[config.mk]
export PLATFORM = sky130hd
export DESIGN_NAME = therm_decoder
export DESIGN_NICKNAME = d
export VERILOG_FILES = /design/src/rtl/therm_pkg.sv /design/src/rtl/therm_decoder_pipe_stage.sv /design/src/rtl/therm_decoder.sv
export SDC_FILE = /design/constraint.sdc
export NUM_CORES = 1
export LEC_CHECK = 0
export BUFFER_PORTS_ARGS = -buffer_cell sky130_fd_sc_hd__clkbuf_2
export CAP_MARGIN = 20
export CORE_MARGIN = 3
export CORE_UTILIZATION = 45
export DETAILED_ROUTE_END_ITERATION = 12
export GPL_TIMING_DRIVEN = 0
export PLACE_DENSITY_LB_ADDON = 0.1
export REMOVE_ABC_BUFFERS = 1
export SYNTH_ARGS = -nofsm -noshare
export SYNTH_HDL_FRONTEND = slang
export SYNTH_HIERARCHICAL = 1
export SYNTH_SLANG_ARGS = --single-unit
[constraint.sdc]
create_clock -name clk -period 3 [get_ports clk]
set_input_delay 0.3 -clock clk [delete_from_list [all_inputs] [get_ports clk]]
set_output_delay 0.3 -clock clk [all_outputs]
set_load 0.01 [all_outputs]
[src/rtl/therm_pkg.sv]
// rtl/therm_pkg.sv - shared defaults and thermometer-code helper functions
package therm_pkg;

    localparam int THERM_N_DEFAULT  = 5;
    localparam int THERM_CW_DEFAULT = 8;
    localparam int THERM_MAX_N      = 64;
    localparam int THERM_MAX_VW     = 7;

    // Helpers take a word zero-extended to the widest legal size plus the live width,
    // so one definition serves every instance regardless of its N.
    function automatic logic [THERM_MAX_VW-1:0] therm_zero_count(
        input logic [THERM_MAX_N-1:0] word,
        input int                     n
    );
        logic [THERM_MAX_VW-1:0] cnt;
        cnt = '0;
        for (int i = 0; i < THERM_MAX_N; i++) begin
            if ((i < n) && !word[i]) begin
                cnt = cnt + 7'd1;
            end
        end
        return cnt;
    endfunction

    // Scanning from the top down, any 1 seen after a 0 is a 1 sitting below a 0.
    function automatic logic therm_is_bubbled(
        input logic [THERM_MAX_N-1:0] word,
        input int                     n
    );
        logic seen_zero;
        logic bubbled;
        seen_zero = 1'b0;
        bubbled   = 1'b0;
        for (int i = THERM_MAX_N - 1; i >= 0; i--) begin
            if (i < n) begin
                if (!word[i]) begin
                    seen_zero = 1'b1;
                end else if (seen_zero) begin
                    bubbled = 1'b1;
                end
            end
        end
        return bubbled;
    endfunction

endpackage

[src/rtl/therm_decoder_pipe_stage.sv]
// rtl/therm_decoder_pipe_stage.sv - valid/ready register slice (therm_pipe_stage)
module therm_pipe_stage #(
    parameter int W = 8
) (
    input  logic         clk,
    input  logic         rst,
    input  logic         in_valid,
    output logic         in_ready,
    input  logic [W-1:0] in_data,
    output logic         out_valid,
    input  logic         out_ready,
    output logic [W-1:0] out_data
);

    logic         valid_q;
    logic         valid_d;
    logic [W-1:0] data_q;
    logic [W-1:0] data_d;

    // Ready whenever the slot is empty or is being drained this cycle.
    assign in_ready  = !valid_q || out_ready;
    assign out_valid = valid_q;
    assign out_data  = data_q;

    always_comb begin
        valid_d = valid_q;
        data_d  = data_q;
        if (in_ready) begin
            valid_d = in_valid;
            if (in_valid) begin
                data_d = in_data;
            end
        end
    end

    always_ff @(posedge clk) begin
        if (!rst) begin
            valid_q <= 1'b0;
            data_q  <= '0;
        end else begin
            valid_q <= valid_d;
            data_q  <= data_d;
        end
    end

endmodule

[src/rtl/therm_decoder.sv]
// rtl/therm_decoder.sv - thermometer-to-binary decoder with bubble flag and error counter
module therm_decoder
    import therm_pkg::*;
#(
    parameter int N  = THERM_N_DEFAULT,
    parameter int VW = $clog2(N + 1),
    parameter int CW = THERM_CW_DEFAULT
) (
    input  logic          clk,
    input  logic          rst,
    input  logic          in_valid,
    output logic          in_ready,
    input  logic [N-1:0]  in_therm,
    output logic          out_valid,
    input  logic          out_ready,
    output logic [VW-1:0] out_value,
    output logic          out_err,
    output logic [CW-1:0] err_count,
    input  logic          err_clear
);

    localparam logic [CW-1:0] CNT_MAX = '1;

    logic                   s1_valid;
    logic                   s1_ready;
    logic [N-1:0]           s1_word;
    logic                   s2_ready;
    logic [VW:0]            s2_data;
    logic [THERM_MAX_N-1:0] s1_word_ext;
    logic [VW-1:0]          dec_value;
    logic                   dec_err;
    logic                   cnt_inc;
    logic [CW-1:0]          err_count_q;
    logic [CW-1:0]          err_count_d;

    therm_pipe_stage #(.W(N)) u_stage1 (
        .clk       (clk),
        .rst       (rst),
        .in_valid  (in_valid),
        .in_ready  (s1_ready),
        .in_data   (in_therm),
        .out_valid (s1_valid),
        .out_ready (s2_ready),
        .out_data  (s1_word)
    );

    assign in_ready    = s1_ready;
    assign s1_word_ext = THERM_MAX_N'(s1_word);
    assign dec_value   = VW'(therm_zero_count(s1_word_ext, N));
    assign dec_err     = therm_is_bubbled(s1_word_ext, N);

    therm_pipe_stage #(.W(VW + 1)) u_stage2 (
        .clk       (clk),
        .rst       (rst),
        .in_valid  (s1_valid),
        .in_ready  (s2_ready),
        .in_data   ({dec_err, dec_value}),
        .out_valid (out_valid),
        .out_ready (out_ready),
        .out_data  (s2_data)
    );

    assign out_value = s2_data[VW-1:0];
    assign out_err   = s2_data[VW];

    // Counted when the bad word enters stage 2, not when it leaves.
    assign cnt_inc = s1_valid && s2_ready && dec_err;

    always_comb begin
        err_count_d = err_count_q;
        if (err_clear) begin
            err_count_d = '0;
        end
        if (cnt_inc && (err_count_d != CNT_MAX)) begin
            err_count_d = err_count_d + CW'(1);
        end
    end

    always_ff @(posedge clk) begin
        if (!rst) begin
            err_count_q <= '0;
        end else begin
            err_count_q <= err_count_d;
        end
    end

    assign err_count = err_count_q;

endmodule

==> run metrics, run 1 <==
M1 GR Usage=0.1967; Adder-Cell Fraction of Synth Area=0.05435; CTS tree=done; Primary FF master, synth=dfxtp_1; Boundary Pins=24; critical path type=flip-flop to flip-flop; hold_buf cts=0; Hold Fails Final Rpt=0; setup TNS=0 ps; antenna viol nets, final=0; min Tclk post-route=2504 ps; Crit Path Max Fanout=4; sequential cell area fraction in the yosys report=0.3304; Final period util=0.8345; drt wl/cell=12.64 µm; Power, Total=0.5179 mW; Reg clk slew, reported paths=100 ps; Starting DRT DRC Count=22; Syn-to-layout area delta=12.17%; worst skew pair latency=290 ps; largest family of logic cells by synthesized area=simple AND/OR/NAND/NOR gates; Worst path top cell family by delay=adder cells; Initial Util=0.4965; flops & latches, synth=19; Post-CTS Resized=0; GRT overflow=0; worst vdd ir=0.3054 mV; max_slew headroom=0.6937; die height=56.58 µm; clock skew=0.3801 ps; simple-gate share of the synthesized area=0.3109; footprint of the multi-input gates=708.2 µm²; first-pass GRT wire length=4.064 mm; number of synthesized flops with an enable pin=0; P_leak=0.4963 nW; Placer Congestion=0.7510; cell count after synthesis=131; FF-to-FF Start=u_stage1/out_data[0]; crit path DAT=2740 ps; RSZ-0062 raised after global routing=false; Startpoint Class=flip-flop; Synth Area per Inst=8.787 µm²; internal power=0.3715 mW; part of the power in registers=0.534; Fillers=219; met3 GRT Util=0.02529; total track usage=0.1546; Gate power share=0.218; status=finished, final reports clean; PwrDens=401.1 nW/µm²; gr busiest metal=met2; hpwl dp=1.730 mm; Critical path buffers and inverters=1; setup repair bufs after CTS=0; vias in the first global route=952; crit-path cells=inv_1 > ha_1 > xnor2_1 > ha_1 > mux2_2 > ha_1 > nor2b_1 > xnor2_1 > xnor2_1 > nand4_1 > o21ai_2; CTS Buf Count=3; Sink Count=19; Setup crit end kind=flip-flop; Register-to-Register Path Depth=11; worst hold stages=3; H-tree depth=1; die footprint=3201 µm²; mux contribution to synthesized area=0.03696; Netlist Area Pre-Place=1151 µm²; Hold Crit Start=in_therm[4]; crit-path max cell delay=400 ps; Ys Warns=6; Post-layout nets=169; Clk Tree Root Cell=clkbuf_4; drt pass-1 iters=4; Post-route DRC=0; R2R Path End=u_stage2/out_data[2]; max-slew violations=0; XOR/XNOR Fraction of Synth Area=0.03804; hold path endpoint=u_stage1/out_data[4]; Vias/cell=5.619; Critical Path RT=3230 ps; antenna cell count=0; final wirelength=2.288 mm; Compound-Gate Fraction of Synth Area=0.1750; Max clock buf depth=2; initial antenna violation count=0; number of port buffers=23; Max Freq=399.4 MHz; Synth async-reset ratio=0; max-cap violation count=0; Clk pwr share=0.248; share of cells above drive strength 1=0.2941; switching share of power=0.2826; largest net degree at the start of global routing=28; final setup fails=0; floorplan row count=17; reg2reg setup slack=500 ps; Slew @ Worst Pin=459.5 ps; die width=56.58 µm; routed via count=1017; type of the most critical hold path=input pin to flip-flop; GR Util met2=0.2525; area of the core=2318 µm²; CP max stage cell=dfxtp_1; number of distinct library cells after synthesis=35; Reg area=380.4 µm²; P_sw=0.1464 mW
worst min-delay path, stage by stage:
cell	delay, ps
clkbuf_2	80
nand4_1	70
o21ai_2	50
state kept, by name (all words and copies together) (netlist names):
name and count:
u_stage2/out_valid 1, u_stage1/out_data 5, u_stage1/out_valid 1, u_stage2/out_data 4, err_count 8
final cells by class:
type,count,area share
Inverter,7,0.02035
Multi-Input combinational cell,100,0.5484
Timing Repair Buffer,23,0.08915
Tap cell,28,0.02713
Sequential cell,19,0.2946
Clock buffer,4,0.02035
how the worst max path moves through the flow:
| stage | start | cells past startpoint | slack, ps | to |
|---|---|---|---|---|
| 2_1_floorplan | u_stage1/out_data[0] | 11 | 720 | u_stage2/out_data[2] |
| 3_3_place_gp | u_stage1/out_data[1] | 11 | 580 | u_stage2/out_data[2] |
| 3_5_place_dp | u_stage1/out_data[0] | 11 | 540 | u_stage2/out_data[2] |
| 4_1_cts | u_stage1/out_data[0] | 11 | 480 | u_stage2/out_data[2] |
| 5_1_grt | u_stage1/out_data[0] | 11 | 320 | u_stage2/out_data[2] |
| 6_report | u_stage1/out_data[0] | 11 | 500 | u_stage2/out_data[2] |
metal layers:
layer	share of wire	vias to the layer above
met3	0.038	4
li1	-	518
met2	0.48	16
met5	0	-
met4	0.014	0
met1	0.47	479
cell usage in the layout (no fill, tap or decap), types with 2 or more instances in the layout:
cell type and count:
o21ai_0 6, nand4_1 11, nand3_1 5, ha_1 5, a21oi_1 4, nor2_1 3
clkbuf_4 3, and2_4 2, nand2b_1 4, nand4b_1 2, nand2_1 15, nand2b_4 2
xnor2_1 5, a21boi_1 2, or3_1 4, inv_1 7, o21ai_2 9, mux2i_1 2
mux2_2 2, dfxtp_1 19, clkbuf_2 23, nor2b_1 3, o31ai_1 2, a21boi_0 2
logic make-up (layout without fill, tap and decap cells):
kind of cell	count (synthesis)	in the layout
xor+xnor	5	5
flops	19	19
buf+inv	12	34
fa+ha+maj	5	5
simple gates	58	58
compound gates	28	28
mux	4	4
stage by stage:
step	worst slack [ps]	cell area [µm²]	instances	util	hold slack, ps
after floorplan	718.2	1115	126	-	438.8
after global placement	579.4	1265	177	0.5456	448.0
after detailed placement	537.0	1265	177	0.5456	452.4
after CTS	479.2	1291	181	0.5569	223.6
after global routing	315.3	1291	181	0.5569	221.0
final	496.4	1291	181	0.5569	241.7
cells in the mapped netlist (all sizes together), types with 2 or more instances:
cell,number,area share
inv,7,0.023
nor2b,3,0.016
and2,2,0.015
xnor2,5,0.038
nand3,6,0.030
o21ai,15,0.095
a21oi,4,0.017
ha,5,0.054
nand2b,6,0.046
o31ai,2,0.013
or3,4,0.022
nor2,3,0.0098
mux2,2,0.020
mux2i,2,0.017
a21boi,4,0.026
nand4,11,0.060
nand4b,2,0.015
buf,4,0.028
nand2,15,0.049
dfxtp,19,0.33
power groups by stage:
stage	clock network (mW)	registers (mW)	logic, mW
2_1_floorplan	0	0.283	0.0790
3_3_place_gp	0	0.282	0.111
3_5_place_dp	0	0.282	0.114
4_1_cts	0.135	0.277	0.115
5_1_grt	0.146	0.279	0.129
6_report	0.128	0.277	0.113
No activity file was read; power rests on OpenSTA's default activity.
==> run 2: changes to the inputs <==
==> constraint.sdc (replaced) <==
create_clock -name clk -period 2.5 [get_ports clk]
set_input_delay 0.25 -clock clk [delete_from_list [all_inputs] [get_ports clk]]
set_output_delay 0.25 -clock clk [all_outputs]
set_load 0.01 [all_outputs]
==> run metrics, run 2 (synthesis results as in run 1) <==
max_slew headroom=0.6933 (was 0.6937); Max Freq=440.0 MHz (was 399.4 MHz); final wirelength=2.321 mm (was 2.288 mm); drt wl/cell=12.75 µm (was 12.64 µm); Final WS setup=227.4 ps (was 496.4 ps); antenna cell count=0 (unchanged); routed via count=1027 (was 1017); Power, Total=0.6332 mW (was 0.5179 mW); Final period util=0.9090 (was 0.8345); Placer Congestion=0.7510 (unchanged); reg2reg setup slack=230 ps (was 500 ps); Post-route DRC=0 (unchanged); initial antenna violation count=0 (unchanged); share of cells above drive strength 1=0.3247 (was 0.2941); max-cap violation count=0 (unchanged); Critical Path RT=2730 ps (was 3230 ps); setup TNS=0 ps (unchanged); floorplan row count=17 (unchanged); antenna viol nets, final=0 (unchanged); Register-to-Register Path Depth=11 (unchanged); FF-to-FF Start=u_stage1/out_data[0] (unchanged); Max clock buf depth=2 (unchanged); Initial Util=0.4965 (unchanged); first-pass GRT wire length=4.064 mm (unchanged); Fillers=218 (was 219); clock skew=0.9430 ps (was 0.3801 ps); number of port buffers=23 (unchanged); Slew @ Worst Pin=460.1 ps (was 459.5 ps); Setup WS pre-CTS=36.96 ps (was 537.0 ps); Post-Route Utilization=0.5699 (was 0.5569); max-slew violations=0 (unchanged); CTS tree=done (unchanged); Hold Crit Start=in_therm[1] (was in_therm[4]); max FFs per register=8 (unchanged); area of the core=2318 µm² (unchanged); vias in the first global route=952 (unchanged); Vias/cell=5.643 (was 5.619); Post-layout nets=170 (was 169); Hold Fails Final Rpt=0 (unchanged); commonest non-fill, non-tap cells in the layout=23 x clkbuf_2, 17 x dfxtp_1, 15 x nand2_1 (was 23 x clkbuf_2, 19 x dfxtp_1, 15 x nand2_1); crit-path cells=inv_1 > ha_4 > xnor2_2 > ha_1 > mux2_2 > ha_1 > nor2b_1 > xnor2_1 > xnor2_1 > nand4_1 > o21ai_2 (was inv_1 > ha_1 > xnor2_1 > ha_1 > mux2_2 > ha_1 > nor2b_1 > xnor2_1 > xnor2_1 > nand4_1 > o21ai_2); P_leak=0.5060 nW (was 0.4963 nW); total track usage=0.1546 (unchanged); type of the most critical hold path=input pin to flip-flop (unchanged); die height=56.58 µm (unchanged); CP max stage cell=dfxtp_2 (was dfxtp_1); drt pass-1 iters=5 (was 4); hpwl dp=1.730 mm (unchanged); most common cell after layout, fill and taps aside=clkbuf_2 (unchanged); Boundary Pins=24 (unchanged); Startpoint Class=flip-flop (unchanged); Reg clk slew, reported paths=110 ps (was 100 ps); H-tree depth=1 (unchanged); Worst path top cell family by delay=adder cells (unchanged); final setup fails=0 (unchanged); Setup crit end kind=flip-flop (unchanged); CTS Buf Count=3 (unchanged); Syn-to-layout area delta=14.78% (was 12.17%); Critical path buffers and inverters=1 (unchanged); PwrDens=479.2 nW/µm² (was 401.1 nW/µm²); hold path endpoint=u_stage1/out_data[1] (was u_stage1/out_data[4]); worst vdd ir=0.3670 mV (was 0.3054 mV); GRT overflow=0 (unchanged); Sink Count=19 (unchanged); R2R Path End=u_stage2/out_data[2] (unchanged); die footprint=3201 µm² (unchanged); worst hold stages=3 (unchanged); worst skew pair latency=290 ps (about the same); crit-path max cell delay=370 ps (was 400 ps); min Tclk post-route=2273 ps (was 2504 ps); Starting DRT DRC Count=23 (was 22); status=finished, final reports clean (unchanged); Clk Tree Root Cell=clkbuf_4 (unchanged); die width=56.58 µm (unchanged); largest net degree at the start of global routing=28 (unchanged); RSZ-0062 raised after global routing=false (unchanged); Crit Path Max Fanout=4 (unchanged); crit path DAT=2510 ps (was 2740 ps); critical path type=flip-flop to flip-flop (unchanged)
## run 2: cell count changes in the layout (fill, tap and decap cells not counted)
cell / before / now
dfxtp_2: 0 / 2
buf_4: 0 / 1
ha_4: 0 / 1
xnor2_2: 0 / 1
dfxtp_1: 19 / 17
xnor2_1: 5 / 4
ha_1: 5 / 4
## run 2: layout make-up
type,instances,area (µm²),area share
Timing Repair Buffer,24,122.6,0.09280
Clock buffer,4,26.28,0.01989
Multi-Input combinational cell,100,728.2,0.5511
Sequential cell,19,382.9,0.2898
Inverter,7,26.28,0.01989
Tap cell,28,35.03,0.02652
## run 2: power breakdown
| group | internal, mW | switching, mW | total, mW |
|---|---|---|---|
| Combinational | 0.0747 | 0.0714 | 0.146 |
| Sequential | 0.318 | 0.0152 | 0.333 |
| Clock | 0.0620 | 0.0924 | 0.154 |
## run 2: worst max-delay path by stage
stage / to / start / cells after the start / slack [ps]
2_1_floorplan: u_stage2/out_data[2] / u_stage1/out_data[0] / 11 / 220
3_3_place_gp: u_stage2/out_data[2] / u_stage1/out_data[1] / 11 / 80
3_5_place_dp: u_stage2/out_data[2] / u_stage1/out_data[0] / 11 / 40
4_1_cts: u_stage2/out_data[2] / u_stage1/out_data[0] / 11 / 50
5_1_grt: u_stage2/out_data[2] / u_stage1/out_data[0] / 11 / 100
6_report: u_stage2/out_data[2] / u_stage1/out_data[0] / 11 / 230
## run 2: worst reg2reg max path, stage by stage, from the launching register on
cell,delay [ps]
dfxtp_2,370
inv_1,80
ha_4,250
xnor2_2,170
ha_1,250
mux2_2,270
ha_1,190
nor2b_1,130
xnor2_1,170
xnor2_1,140
nand4_1,120
o21ai_2,80
## run 2: per-stage QoR
step           instances  instance area [µm²]  hold slack, ps
6_report             182                 1321           185.7
5_1_grt              182                 1321           171.0
3_3_place_gp         177                 1265           448.0
4_1_cts              181                 1299           173.6
3_5_place_dp         177                 1265           452.4
2_1_floorplan        126                 1115           388.8
## run 2: repair_timing
action / 4_1_cts / 5_1_grt
pin swaps: 0 / 2
endpoints found under the setup margin: 1 / 1
cloned: 0 / 0
gates resized for setup: 1 / 3
buffers inserted: 0 / 1
hold buffers: 0 / 0
## run 2: layer usage
metal  part of all wire  up-vias  track usage
met1               0.46      488       0.1967
met2               0.49       16       0.2525
met3              0.036        4      0.02529
met5                  0        -            0
met4              0.014        0      0.07119
li1                   -      519            -
==> run 3: changes to the inputs <==
--- a/config.mk
+++ b/config.mk
@@ -7,7 +7,7 @@
 export LEC_CHECK = 0
 export BUFFER_PORTS_ARGS = -buffer_cell sky130_fd_sc_hd__clkbuf_2
 export CAP_MARGIN = 20
-export CORE_MARGIN = 3
+export CORE_MARGIN = 8
 export CORE_UTILIZATION = 45
 export DETAILED_ROUTE_END_ITERATION = 12
 export GPL_TIMING_DRIVEN = 0
@@ -15,5 +15,4 @@
 export REMOVE_ABC_BUFFERS = 1
 export SYNTH_ARGS = -nofsm -noshare
 export SYNTH_HDL_FRONTEND = slang
-export SYNTH_HIERARCHICAL = 1
 export SYNTH_SLANG_ARGS = --single-unit
==> run metrics, run 3 <==
commonest non-fill, non-tap cells in the layout=23 x clkbuf_2, 18 x dfxtp_1, 15 x nand2_1 (was 23 x clkbuf_2, 17 x dfxtp_1, 15 x nand2_1); area leader, netlist=dfxtp_1 (unchanged); Setup crit end kind=flip-flop (unchanged); DR top layer=met4 (unchanged); Yosys top cell area share=0.3333 (was 0.3304); Synth top cells by count=19 x dfxtp_1, 15 x nand2_1, 8 x nand3_1, 7 x a21boi_0, 7 x nor2b_1 (was 19 x dfxtp_1, 15 x nand2_1, 11 x nand4_1, 9 x o21ai_2, 7 x inv_1); Placer Congestion=0.7356 (was 0.7510); Syn-to-layout area delta=12.83% (was 14.78%); final setup fails=0 (unchanged); initial antenna violation count=0 (unchanged); worst skew pair latency=310 ps (was 290 ps); Post-Route Utilization=0.5293 (was 0.5699); number of synthesized flops with an enable pin=0 (unchanged); antenna cell count=0 (unchanged); Clk pwr share=0.269 (was 0.244); critical path type=flip-flop to flip-flop (unchanged); hold_buf cts=0 (unchanged); largest family of logic cells by synthesized area=simple AND/OR/NAND/NOR gates (unchanged); antenna viol nets, final=0 (unchanged); mux contribution to synthesized area=0.04386 (was 0.03696); Ys Warns=0 (was 6); worst vdd ir=0.4079 mV (was 0.3670 mV); max FFs per register=8 (unchanged); Vias/cell=5.544 (was 5.643); Final period util=0.9033 (was 0.9090); Starting DRT DRC Count=62 (was 23); min Tclk post-route=2258 ps (was 2273 ps); Post-route DRC=0 (unchanged); Adder-Cell Fraction of Synth Area=0.05482 (was 0.05435); setup repair bufs after CTS=0 (unchanged); Clk Tree Root Cell=clkbuf_4 (unchanged); metal2 WL=972 µm (was 1.130 mm); total track usage=0.1172 (was 0.1546); H-tree depth=1 (unchanged); dpl cells=178 (was 177); type of the most critical hold path=input pin to flip-flop (unchanged); P_leak=0.4914 nW (was 0.5060 nW); crit-path max cell delay=410 ps (was 370 ps); Gate power share=0.201 (was 0.231); M1 wire length=1.308 mm (was 1.073 mm); Compound-Gate Fraction of Synth Area=0.1875 (was 0.1750); drt pass-1 iters=4 (was 5); Startpoint Class=flip-flop (unchanged); Synth async-reset ratio=0 (unchanged); Fillers=247 (was 218); Sink Count=19 (unchanged); Post-layout nets=168 (was 170); cell count after synthesis=131 (unchanged); sequential cell area fraction in the yosys report=0.3333 (was 0.3304); max-cap violation count=0 (unchanged); Hold Fails Final Rpt=0 (unchanged); area of the core=2432 µm² (was 2318 µm²); Register-to-Register Path Depth=11 (unchanged); routed via count=1009 (was 1027); part of the power in registers=0.530 (was 0.525); CP max stage cell=dfxtp_1 (was dfxtp_2); hpwl dp=1.771 mm (was 1.730 mm); max_slew headroom=0.4579 (was 0.6933); drt wl/cell=13.31 µm (was 12.75 µm); critical path endpoint=u_stage2.out_data[2] (was u_stage2/out_data[2]); post-route cell area=1287 µm² (was 1321 µm²); first-pass GRT wire length=4.091 mm (was 4.064 mm); Reg clk slew, reported paths=110 ps (about the same); Placement Cell Area=1254 µm² (was 1265 µm²); status=finished, final reports clean (unchanged); Final Non-Filler Cells=182 (unchanged); wire length on met3=112 µm (was 84 µm); die footprint=4403 µm² (was 3201 µm²); Critical Path RT=2700 ps (was 2730 ps); crit-path cells=inv_1 > ha_1 > xnor2_1 > ha_1 > nor2_1 > a31oi_2 > ha_1 > nand2b_1 > xnor2_1 > xnor2_1 > o21ai_0 (was inv_1 > ha_4 > xnor2_2 > ha_1 > mux2_2 > ha_1 > nor2b_1 > xnor2_1 > xnor2_1 > nand4_1 > o21ai_2); Post-CTS Resized=0 (was 1); max-slew violations=0 (unchanged); P_sw=0.1861 mW (was 0.1790 mW); largest net degree at the start of global routing=26 (was 28); switching share of power=0.2998 (was 0.2826); ranking of synthesized cells by area=dfxtp_1 33%, ha_1 5.5%, nand2_1 4.9% (was dfxtp_1 33%, o21ai_2 6.8%, nand4_1 6.0%); floorplan row count=18 (was 17); PwrDens=482.2 nW/µm² (was 479.2 nW/µm²); R2R Path End=u_stage2.out_data[2] (was u_stage2/out_data[2]); die width=66.36 µm (was 56.58 µm); vias in the first global route=882 (was 952); most common cell in the netlist=dfxtp_1 (unchanged); Synth Area per Inst=8.711 µm² (was 8.787 µm²); Worst path top cell family by delay=adder cells (unchanged); Max Freq=442.8 MHz (was 440.0 MHz); Critical path buffers and inverters=1 (unchanged); CTS tree=done (unchanged); crit path DAT=2460 ps (was 2510 ps); final wirelength=2.423 mm (was 2.321 mm); Levels on crit path=11 (unchanged); flops & latches, synth=19 (unchanged); Boundary Pins=24 (unchanged); FF-to-FF Start=u_stage1.out_data[0] (was u_stage1/out_data[0]); share of cells above drive strength 1=0.2171 (was 0.3247); Netlist Area Pre-Place=1141 µm² (was 1151 µm²); CTS Buf Count=3 (unchanged); Crit Path Max Fanout=4 (unchanged); most common cell after layout, fill and taps aside=clkbuf_2 (unchanged); Power, Total=0.6208 mW (was 0.6332 mW); Initial Util=0.4691 (was 0.4965); Primary FF master, synth=dfxtp_1 (unchanged); internal power=0.4347 mW (was 0.4542 mW); Max clock buf depth=2 (unchanged); setup TNS=0 ps (unchanged); GRT overflow=0 (unchanged); clock skew=5.402 ps (was 0.9430 ps); reg2reg setup slack=240 ps (was 230 ps); RSZ-0062 raised after global routing=false (unchanged); Slew @ Worst Pin=811.6 ps (was 460.1 ps); CP startpoint=u_stage1.out_data[0] (was u_stage1/out_data[0]); number of distinct library cells after synthesis=38 (was 35); die height=66.36 µm (was 56.58 µm); simple-gate share of the synthesized area=0.2950 (was 0.3109); XOR/XNOR Fraction of Synth Area=0.03070 (was 0.03804); number of port buffers=23 (unchanged)
run 3: routing by layer:
metal	global-route usage	vias up
li1	-	524
met1	0.1587	463
met2	0.1665	18
met3	0.03051	4
met4	0.05600	0
met5	0	-
run 3: stage by stage:
step	setup slack, ps	hold slack, ps
5_1_grt	18.96	179.0
3_3_place_gp	300.8	462.3
3_5_place_dp	227.2	472.3
2_1_floorplan	417.7	378.2
4_1_cts	203.8	172.2
6_report	241.8	175.6
run 3: layout make-up:
type                    count  area [µm²]  share of cell area
flip-flops and latches     19       381.6              0.2964
inverters                   6       22.52             0.01749
clock buffers               4       26.28             0.02041
multi-input cells         100       704.4              0.5471
repair buffers             23       115.1             0.08941
well taps                  30       37.54             0.02915
run 3: worst min path at each step:
stage	from	end	slack, ps	cells past startpoint
after floorplan	rst	u_stage2.out_data[3]	380	1
final	in_therm[1]	u_stage1.out_data[1]	180	3
after detailed placement	u_stage2.out_data[2]	u_stage2.out_data[2]	470	2
after global placement	u_stage2.out_data[2]	u_stage2.out_data[2]	460	2
after CTS	in_therm[1]	u_stage1.out_data[1]	170	3
after global routing	in_therm[1]	u_stage1.out_data[1]	180	3
run 3: power groups by stage:
stage | Combinational, mW | Clock (mW) | Sequential (mW)
after floorplan | 0.0823 | 0 | 0.337
after global placement | 0.120 | 0 | 0.335
after detailed placement | 0.125 | 0 | 0.336
after CTS | 0.125 | 0.170 | 0.329
after global routing | 0.143 | 0.183 | 0.332
final | 0.125 | 0.167 | 0.329
run 3: kinds of logic (layout without fill, tap and decap cells):
| group | after synthesis | count (layout) |
|---|---|---|
| XOR/XNOR | 4 | 4 |
| buffers and inverters | 12 | 33 |
| AO/OA/AOI/OAI | 29 | 29 |
| multiplexers | 5 | 5 |
| flip-flops | 19 | 19 |
| AND/OR/NAND/NOR | 57 | 57 |
| adder cells (fa/ha/maj) | 5 | 5 |
run 3: worst register-to-register path, cell delays in order (launching register included):
cell      delay, ps
dfxtp_1         410
inv_1            70
ha_1            320
xnor2_1         240
ha_1            280
nor2_1          130
a31oi_2          60
ha_1            220
nand2b_1         80
xnor2_1         130
xnor2_1         140
o21ai_0          90
